$ cat config.mk
export PLATFORM = sky130hd
export DESIGN_NAME = spi_responder
export DESIGN_NICKNAME = d
export VERILOG_FILES = /design/src/rtl/spi_responder.sv
export SDC_FILE = /design/constraint.sdc
export NUM_CORES = 1
export LEC_CHECK = 0
export ABC_AREA = 1
export CAP_MARGIN = 20
export CORE_MARGIN = 8
export CORE_UTILIZATION = 30
export DETAILED_ROUTE_END_ITERATION = 8
export GPL_TIMING_DRIVEN = 0
export MAX_ROUTING_LAYER = met4
export SYNTH_ARGS = -nofsm -noshare
export SYNTH_HDL_FRONTEND = slang
export SYNTH_SLANG_ARGS = --single-unit
$ cat constraint.sdc
create_clock -name CLK -period 4.65 [get_ports CLK]
set_clock_uncertainty 0.2 [all_clocks]
set_input_delay 0.93 -clock CLK [delete_from_list [all_inputs] [get_ports CLK]]
set_output_delay 0.93 -clock CLK [all_outputs]
set_load 0.02 [all_outputs]
$ cat src/rtl/spi_responder.sv
// Byte-level CPHA=0 SPI target, oversampled on CLK, with parallel rx/tx handshake.
// Define SPI_RESP_STATUS_EN to send a status byte as the first byte of each selection.
module spi_responder #(
    parameter int          SYNC_STAGES = 2,
    parameter bit          CPOL        = 1'b0,
    parameter logic [7:0]  IDLE_BYTE   = 8'hFF
) (
    input  logic       CLK,
    input  logic       nRESET,
    input  logic       SCK,
    input  logic       nSS,
    input  logic       MOSI,
    output logic       MISO,
    output logic [7:0] RXDATA,
    output logic       RXVALID,
    input  logic       RXACK,
    output logic       OVERRUN,
    input  logic [7:0] TXDATA,
    input  logic       TXLOAD,
    output logic       TXREADY,
    output logic       SEL
);

    typedef enum logic [1:0] {S_IDLE, S_LOAD, S_SHIFT} state_t;

    logic [SYNC_STAGES-1:0] sck_q, nss_q, mosi_q;
    logic       sck_prev_q;
    state_t     state_q, state_d;
    logic [2:0] cnt_q, cnt_d;
    logic [6:0] rx_q, rx_d;
    logic [7:0] tx_q, tx_d;
    logic [7:0] buf_q, buf_d;
    logic [7:0] rxdata_q, rxdata_d;
    logic       miso_q, miso_d;
    logic       rxvalid_q, rxvalid_d;
    logic       overrun_q, overrun_d;
    logic       txready_q, txready_d;

    logic sck_s, nss_s, mosi_s;
    logic sck_edge, lead, trail, reload;

    assign sck_s    = sck_q[SYNC_STAGES-1];
    assign nss_s    = nss_q[SYNC_STAGES-1];
    assign mosi_s   = mosi_q[SYNC_STAGES-1];
    assign sck_edge = sck_s ^ sck_prev_q;
    assign lead     = sck_edge & (sck_s != CPOL);
    assign trail    = sck_edge & (sck_s == CPOL);

    always_ff @(posedge CLK or negedge nRESET) begin
        if (!nRESET) begin
            sck_q      <= {SYNC_STAGES{CPOL}};
            nss_q      <= '1;
            mosi_q     <= '0;
            sck_prev_q <= CPOL;
        end else begin
            sck_q      <= {sck_q[SYNC_STAGES-2:0], SCK};
            nss_q      <= {nss_q[SYNC_STAGES-2:0], nSS};
            mosi_q     <= {mosi_q[SYNC_STAGES-2:0], MOSI};
            sck_prev_q <= sck_s;
        end
    end

    always_ff @(posedge CLK or negedge nRESET) begin
        if (!nRESET) begin
            state_q   <= S_IDLE;
            cnt_q     <= '0;
            rx_q      <= '0;
            tx_q      <= IDLE_BYTE;
            buf_q     <= '0;
            rxdata_q  <= '0;
            miso_q    <= IDLE_BYTE[7];
            rxvalid_q <= 1'b0;
            overrun_q <= 1'b0;
            txready_q <= 1'b1;
        end else begin
            state_q   <= state_d;
            cnt_q     <= cnt_d;
            rx_q      <= rx_d;
            tx_q      <= tx_d;
            buf_q     <= buf_d;
            rxdata_q  <= rxdata_d;
            miso_q    <= miso_d;
            rxvalid_q <= rxvalid_d;
            overrun_q <= overrun_d;
            txready_q <= txready_d;
        end
    end

    always_comb begin
        state_d   = state_q;
        cnt_d     = cnt_q;
        rx_d      = rx_q;
        tx_d      = tx_q;
        buf_d     = buf_q;
        rxdata_d  = rxdata_q;
        miso_d    = miso_q;
        rxvalid_d = rxvalid_q;
        overrun_d = overrun_q;
        txready_d = txready_q;
        reload    = 1'b0;

        if (RXACK) begin
            rxvalid_d = 1'b0;
            overrun_d = 1'b0;
        end
        if (TXLOAD && txready_q) begin
            buf_d     = TXDATA;
            txready_d = 1'b0;
        end

        unique case (state_q)
            S_IDLE: begin
                cnt_d  = '0;
                rx_d   = '0;
                miso_d = IDLE_BYTE[7];
                if (!nss_s) state_d = S_LOAD;
            end
            S_LOAD: begin
                if (nss_s) begin
                    state_d = S_IDLE;
                end else begin
                    state_d = S_SHIFT;
                    reload  = 1'b1;
                end
            end
            S_SHIFT: begin
                if (nss_s) begin
                    state_d = S_IDLE;
                    cnt_d   = '0;
                    rx_d    = '0;
                    miso_d  = IDLE_BYTE[7];
                end else if (lead) begin
                    rx_d  = {rx_q[5:0], mosi_s};
                    cnt_d = cnt_q + 3'd1;
                    if (cnt_q == 3'd7) begin
                        if (!rxvalid_q || RXACK) begin
                            rxdata_d  = {rx_q, mosi_s};
                            rxvalid_d = 1'b1;
                        end else begin
                            overrun_d = 1'b1;
                        end
                    end
                end else if (trail) begin
                    if (cnt_q == 3'd0) begin
                        reload = 1'b1;
                    end else begin
                        tx_d   = {tx_q[6:0], 1'b0};
                        miso_d = tx_q[6];
                    end
                end
            end
            default: state_d = S_IDLE;
        endcase

        // Reload sees txready_q from before any same-cycle TXLOAD write.
        if (reload) begin
`ifdef SPI_RESP_STATUS_EN
            if (state_q == S_LOAD) begin
                tx_d = {txready_q, rxvalid_q, overrun_q, 5'b00000};
            end else
`endif
            if (!txready_q) begin
                tx_d      = buf_q;
                txready_d = 1'b1;
            end else begin
                tx_d = IDLE_BYTE;
            end
            miso_d = tx_d[7];
        end
    end

    assign MISO    = miso_q;
    assign RXDATA  = rxdata_q;
    assign RXVALID = rxvalid_q;
    assign OVERRUN = overrun_q;
    assign TXREADY = txready_q;
    assign SEL     = ~nss_s;

endmodule

; ---- After elaboration in Yosys (flattened, before gate mapping)
; Index checks and enable logic that the tools add are counted.
[op_classes]
addsub = 1
eq_ne = 12
n_mux = 44
bitwise = 5
n_reduce_logical = 14
[ops]
columns = op, count
row1 = 2-to-1 mux 7 bit, 8
row2 = 2-to-1 mux 1 bit, 25
row3 = one-hot mux 7 bit (2 select lines), 1
row4 = "!= test 4 bit, second input constant", 3
row5 = AND reduction 5 bit, 2
row6 = 2-to-1 mux 8 bit, 1
row7 = 2-to-1 mux 2 bit, 3
row8 = 2-to-1 mux 3 bit, 2
row9 = "!= test 2 bit, second input constant", 3
row10 = one-hot mux 2 bit (3 select lines), 1
row11 = one-hot mux 3 bit (2 select lines), 1
row12 = nonzero test 2 bit, 3
row13 = "!= test 2 x 1 -> 1 bit, second input constant", 2
row14 = one-hot mux 1 bit (2 select lines), 2
row15 = AND reduction 2 bit, 2
row16 = AND reduction 4 bit, 1
row17 = "adder 3 x 1 -> 3 bit, second input constant", 1
row18 = "equality test 3 bit, second input constant", 1
row19 = logical NOT 3 bit, 1
row20 = "!= test 3 bit, second input constant", 1
row21 = nonzero test 3 bit, 1
row22 = AND 1 bit, 2
row23 = "equality test 2 x 1 -> 1 bit, second input constant", 1
row24 = "equality test 2 bit, second input constant", 1
row25 = 6 further kinds, 7
[word_totals]
ff_bits = 46
output_inout_bits = 13
word_cells = 90

; ---- Logic depth before layout (Yosys ltp)
; Gate-level depths: netlist of the first run.
[logic_depth]
word_depth = 8
mapped_depth = 10
ltp_nobuf = 10

; ---- Worst setup path after synthesis of the first run
; OpenSTA, ideal clock, no wires.
[synth_timing]
path_type = input -> register
from = input TXLOAD
to = register buf_q[0]
setup_ps = 125
arrival_time_ps = 1480
t_required_ps = 4325
setup_slack_ps = 2845
path_stages = 2
cell_sequence = nand2_1 -> mux2_2
[synth_between]
elab_chain_len = 1
[synth_lines]
columns = item, line
row1 = start: declaration, 19  ; input logic TXLOAD,
row2 = logical AND 1 bit, 106  ; if (TXLOAD && txready_q) begin
row3 = end signal: assignment, 80  ; buf_q <= buf_d;
row4 = end: declaration, 32  ; logic [7:0] buf_q, buf_d;
; Every way passes these cells.
; A chain may end at the register's enable or synchronous reset.

; ---- Worst setup path after layout of the first run
[layout_timing]
from = register nss_q[1]
to = output SEL
[layout_between]
elab_chain_len = 1
[layout_lines]
columns = item, line
row1 = start: declaration, 26  ; logic [SYNC_STAGES-1:0] sck_q, nss_q, mosi_q;
row2 = start signal: assignment, 57  ; nss_q <= {nss_q[SYNC_STAGES-2:0], nSS};
row3 = inverter 1 bit (no line), --
row4 = end: declaration, 21  ; output logic SEL
; Every way passes these cells.

==> results of run 1 <==
==> layout by cell type, fill, tap and decap left out, drive strengths merged <==
master	Yosys	layout
a21oi	4	4
buf	4	6
clkbuf	1	8
clkdlybuf4s50	0	26
clkinv	0	1
dfrtp	35	35
dfstp	11	11
ha	6	6
inv	22	22
mux2	8	8
mux2i	1	1
nand2	49	49
nand3	19	19
nand4	1	1
nor2	16	16
o211ai	1	1
o21ai	15	15
o22ai	6	6
==> routing by layer <==
layer	wire length [um]	global-route usage	up-vias
li1	-	-	712
met3	101	0.0148	6
met2	1720	0.128	21
met5	0	-	-
met4	84	0.0460	0
met1	1830	0.104	666
==> logic make-up (layout without fill, tap and decap cells) <==
| kind of cell | Yosys count | count (layout) | synth area share |
|---|---|---|---|
| simple gates | 85 | 85 | 0.196 |
| flops | 46 | 46 | 0.569 |
| buf+inv | 27 | 63 | 0.0581 |
| compound gates | 26 | 26 | 0.0850 |
| mux | 9 | 9 | 0.0550 |
| fa+ha+maj | 6 | 6 | 0.0367 |
==> sequential cells by signal, summed over array words and instances, names as in the netlist <==
| signal | cells |
|---|---|
| sck_prev_q | 1 |
| MISO | 1 |
| tx_q | 7 |
| buf_q | 8 |
| nss_q | 2 |
| OVERRUN | 1 |
| cnt_q | 3 |
| rx_q | 7 |
| RXVALID | 1 |
| RXDATA | 8 |
| state_q | 2 |
| TXREADY | 1 |
| mosi_q | 2 |
| sck_q | 2 |
==> through the flow <==
| step | util | hold slack [ps] | setup WS, ps | instance area [sq um] |
|---|---|---|---|---|
| floorplan | - | 131 | 2850 | 2050 |
| global placement | 0.362 | 132 | 1170 | 2420 |
| detailed placement | 0.365 | 135 | 2230 | 2440 |
| CTS | 0.381 | 155 | 2000 | 2540 |
| global route | 0.381 | 169 | 1960 | 2540 |
| finish | 0.381 | 155 | 2010 | 2540 |
==> how the worst max path moves through the flow <==
stage / cells after the start / to / from
2_1_floorplan: 2 / buf_q[0] / TXLOAD
3_3_place_gp: 1 / buf_q[4] / nRESET
3_5_place_dp: 3 / buf_q[1] / TXLOAD
4_1_cts: 2 / SEL / nss_q[1]
5_1_grt: 2 / SEL / nss_q[1]
6_report: 2 / SEL / nss_q[1]
==> area by class of cell <==
class                   count  area [sq um]  area share
multi-input cells         126           762       0.300
clock buffers               7          96.3      0.0379
flip-flops and latches     46          1160       0.458
clock inverters             1          8.76     0.00344
inverters                  22          82.6      0.0325
well taps                  80           100      0.0394
repair buffers             28           293       0.115
plain buffers               5          36.3      0.0143
==> power by group through the flow <==
stage	clock network, mW	registers (mW)	logic [mW]
3_5_place_dp	0	0.563	0.340
6_report	0.272	0.557	0.337
5_1_grt	0.302	0.567	0.382
2_1_floorplan	0	0.558	0.251
3_3_place_gp	0	0.564	0.333
4_1_cts	0.280	0.557	0.344
==> critical path, delay by kind of cell, from the launching register on <==
| kind | cells | cell delay [ps] |
|---|---|---|
| buffers and inverters | 2 | 640 |
| DFF | 1 | 570 |
==> impl_results.md, run 1 <==
- First-pass GRT wire length: 6.64 mm
- Clock network power share: 0.233
- Height of the die: 98.6 um
- Final period util: 0.567
- Initial antenna violation count: 0
- Initial drt markers: 50
- Via count: 1405
- Hold depth: 0
- Fmax: 379 MHz
- Port Buf Inserts: 27
- Hold Path End: sck_q[1]
- Worst r2r path cells: 10
- Clock transition at path regs: 90 ps
- Vias/cell: 4.46
- Total core area: 6680 sq um
- Commonest cells in the netlist: nand2_1, dfrtp_1, inv_1
- Num CTS Buffers: 5
- Worst Tran Pin Value: 570 ps
- Top cell type by total area after synthesis: dfrtp_1
- Status: finished, final reports clean
- Worst Hold Class: reg -> reg
- Routed wire length: 3.73 mm
- Total GRT Usage: 0.0841
- Slowest cell delay on critical path: 570 ps
- Yosys warning count: 0
- EDFF count, synth: 0
- Power Internal: 0.791 mW
- Min Tclk post-route: 2640 ps
- Slew Limit Fails: 0
- # diodes: 0
- Htree depth: 2
- Async S/R FF share, synth: 1.00
- Post-synthesis sequential area ratio: 0.569
- PD cells: 458 nW/um^2
- Final GP Congestion: 0.814
- Worst path arrival time: 1510 ps
- Grt ovf: 0
- Post-cts sizing count: 0
- Clk buf depth: 2
- Final Hold Viols: 0
- Final setup vio count: 0
- Worst R2R Start: state_q[0]
- Io pins: 28
- Comb pwr share: 0.289
- Main flop type after synthesis: dfrtp_1
- Synth-to-Final Area Change: 24.3%
- Rows: 30
- Synth top area share: 0.428
- Critical path capture point type: output port
- Worst VDD drop: 0.188 mV
- 1st-pass router iterations: 4
- Post-synthesis cell type count: 23
- Setup TNS: 0 ps
- RSZ-0062 raised after global routing: false
- Reg2Reg Setup Slack: 2690 ps
- Post-layout nets: 255
- Most common cell in the netlist: nand2_1
- Post-synthesis cell count: 199
- CP Class: reg -> out
- Min-delay src: sck_q[0]
- DRC: 0
- Leak Pwr: 1.16 nW
- Clock sinks: 46
- CP Launch Type: flip-flop
- Largest net degree at the start of global routing: 25
- Die X: 98.6 um
- Antenna viol nets, final: 0
- Mapped cell area: 2050 sq um
- Post-Place Cells: 307
- Max-cap violations: 0
- Register share of total power: 0.478
- CTS tree: done
- Critical R2R Capture: RXDATA[6]
- Crit path cell chain: inv_1 > clkdlybuf4s50_1
- Net Sw Power: 0.375 mW
- Proportion of layout cells with a drive suffix above 1: 0.217
- Sw Share: 0.321
- Slew margin rel.: 0.620
- CP max FO: 4
- Wirelength per Cell: 11.8 um
- Net Count, Synth: 220
- Post-DP HPWL: 2.67 mm
- Hold_buf cts: 0
- Non-Filler Instances: 315
- Synth Register Bits: 46
- Fillers: 673
- Clk_lat worst skew: 300 ps
- Root Buffer Master: clkbuf_8
- Post-CTS Setup Bufs: 0
- Vias in the first global route: 1455
- Die Area: 9720 sq um
- Mean area per synthesized cell: 10.3 sq um
- Tot Pwr: 1.17 mW
- Worst endpoint required time: 3520 ps
- CP max-delay cell: dfstp_2
- Initial Util: 0.306
- Dominant cells by area after synthesis: dfrtp_1, dfstp_2, nand2_1
(Power assumes the default switching activity.)
==> run 2: changes to the inputs <==
- clock period: 4.65 -> 2.7 ns (I/O delays scaled with it)
==> results of run 2 <==
Same layout as run 1 (identical final DEF). Status: finished, final reports clean.
Main changes from that run: setup slack after placement 2230 ps -> 666 ps; setup slack after layout 2010 ps -> 453 ps; hold slack 155 ps -> 26.4 ps; register-to-register setup slack 2690 ps -> 740 ps; total power 1.17 mW -> 2.01 mW; worst IR drop on VDD 0.188 mV -> 0.324 mV
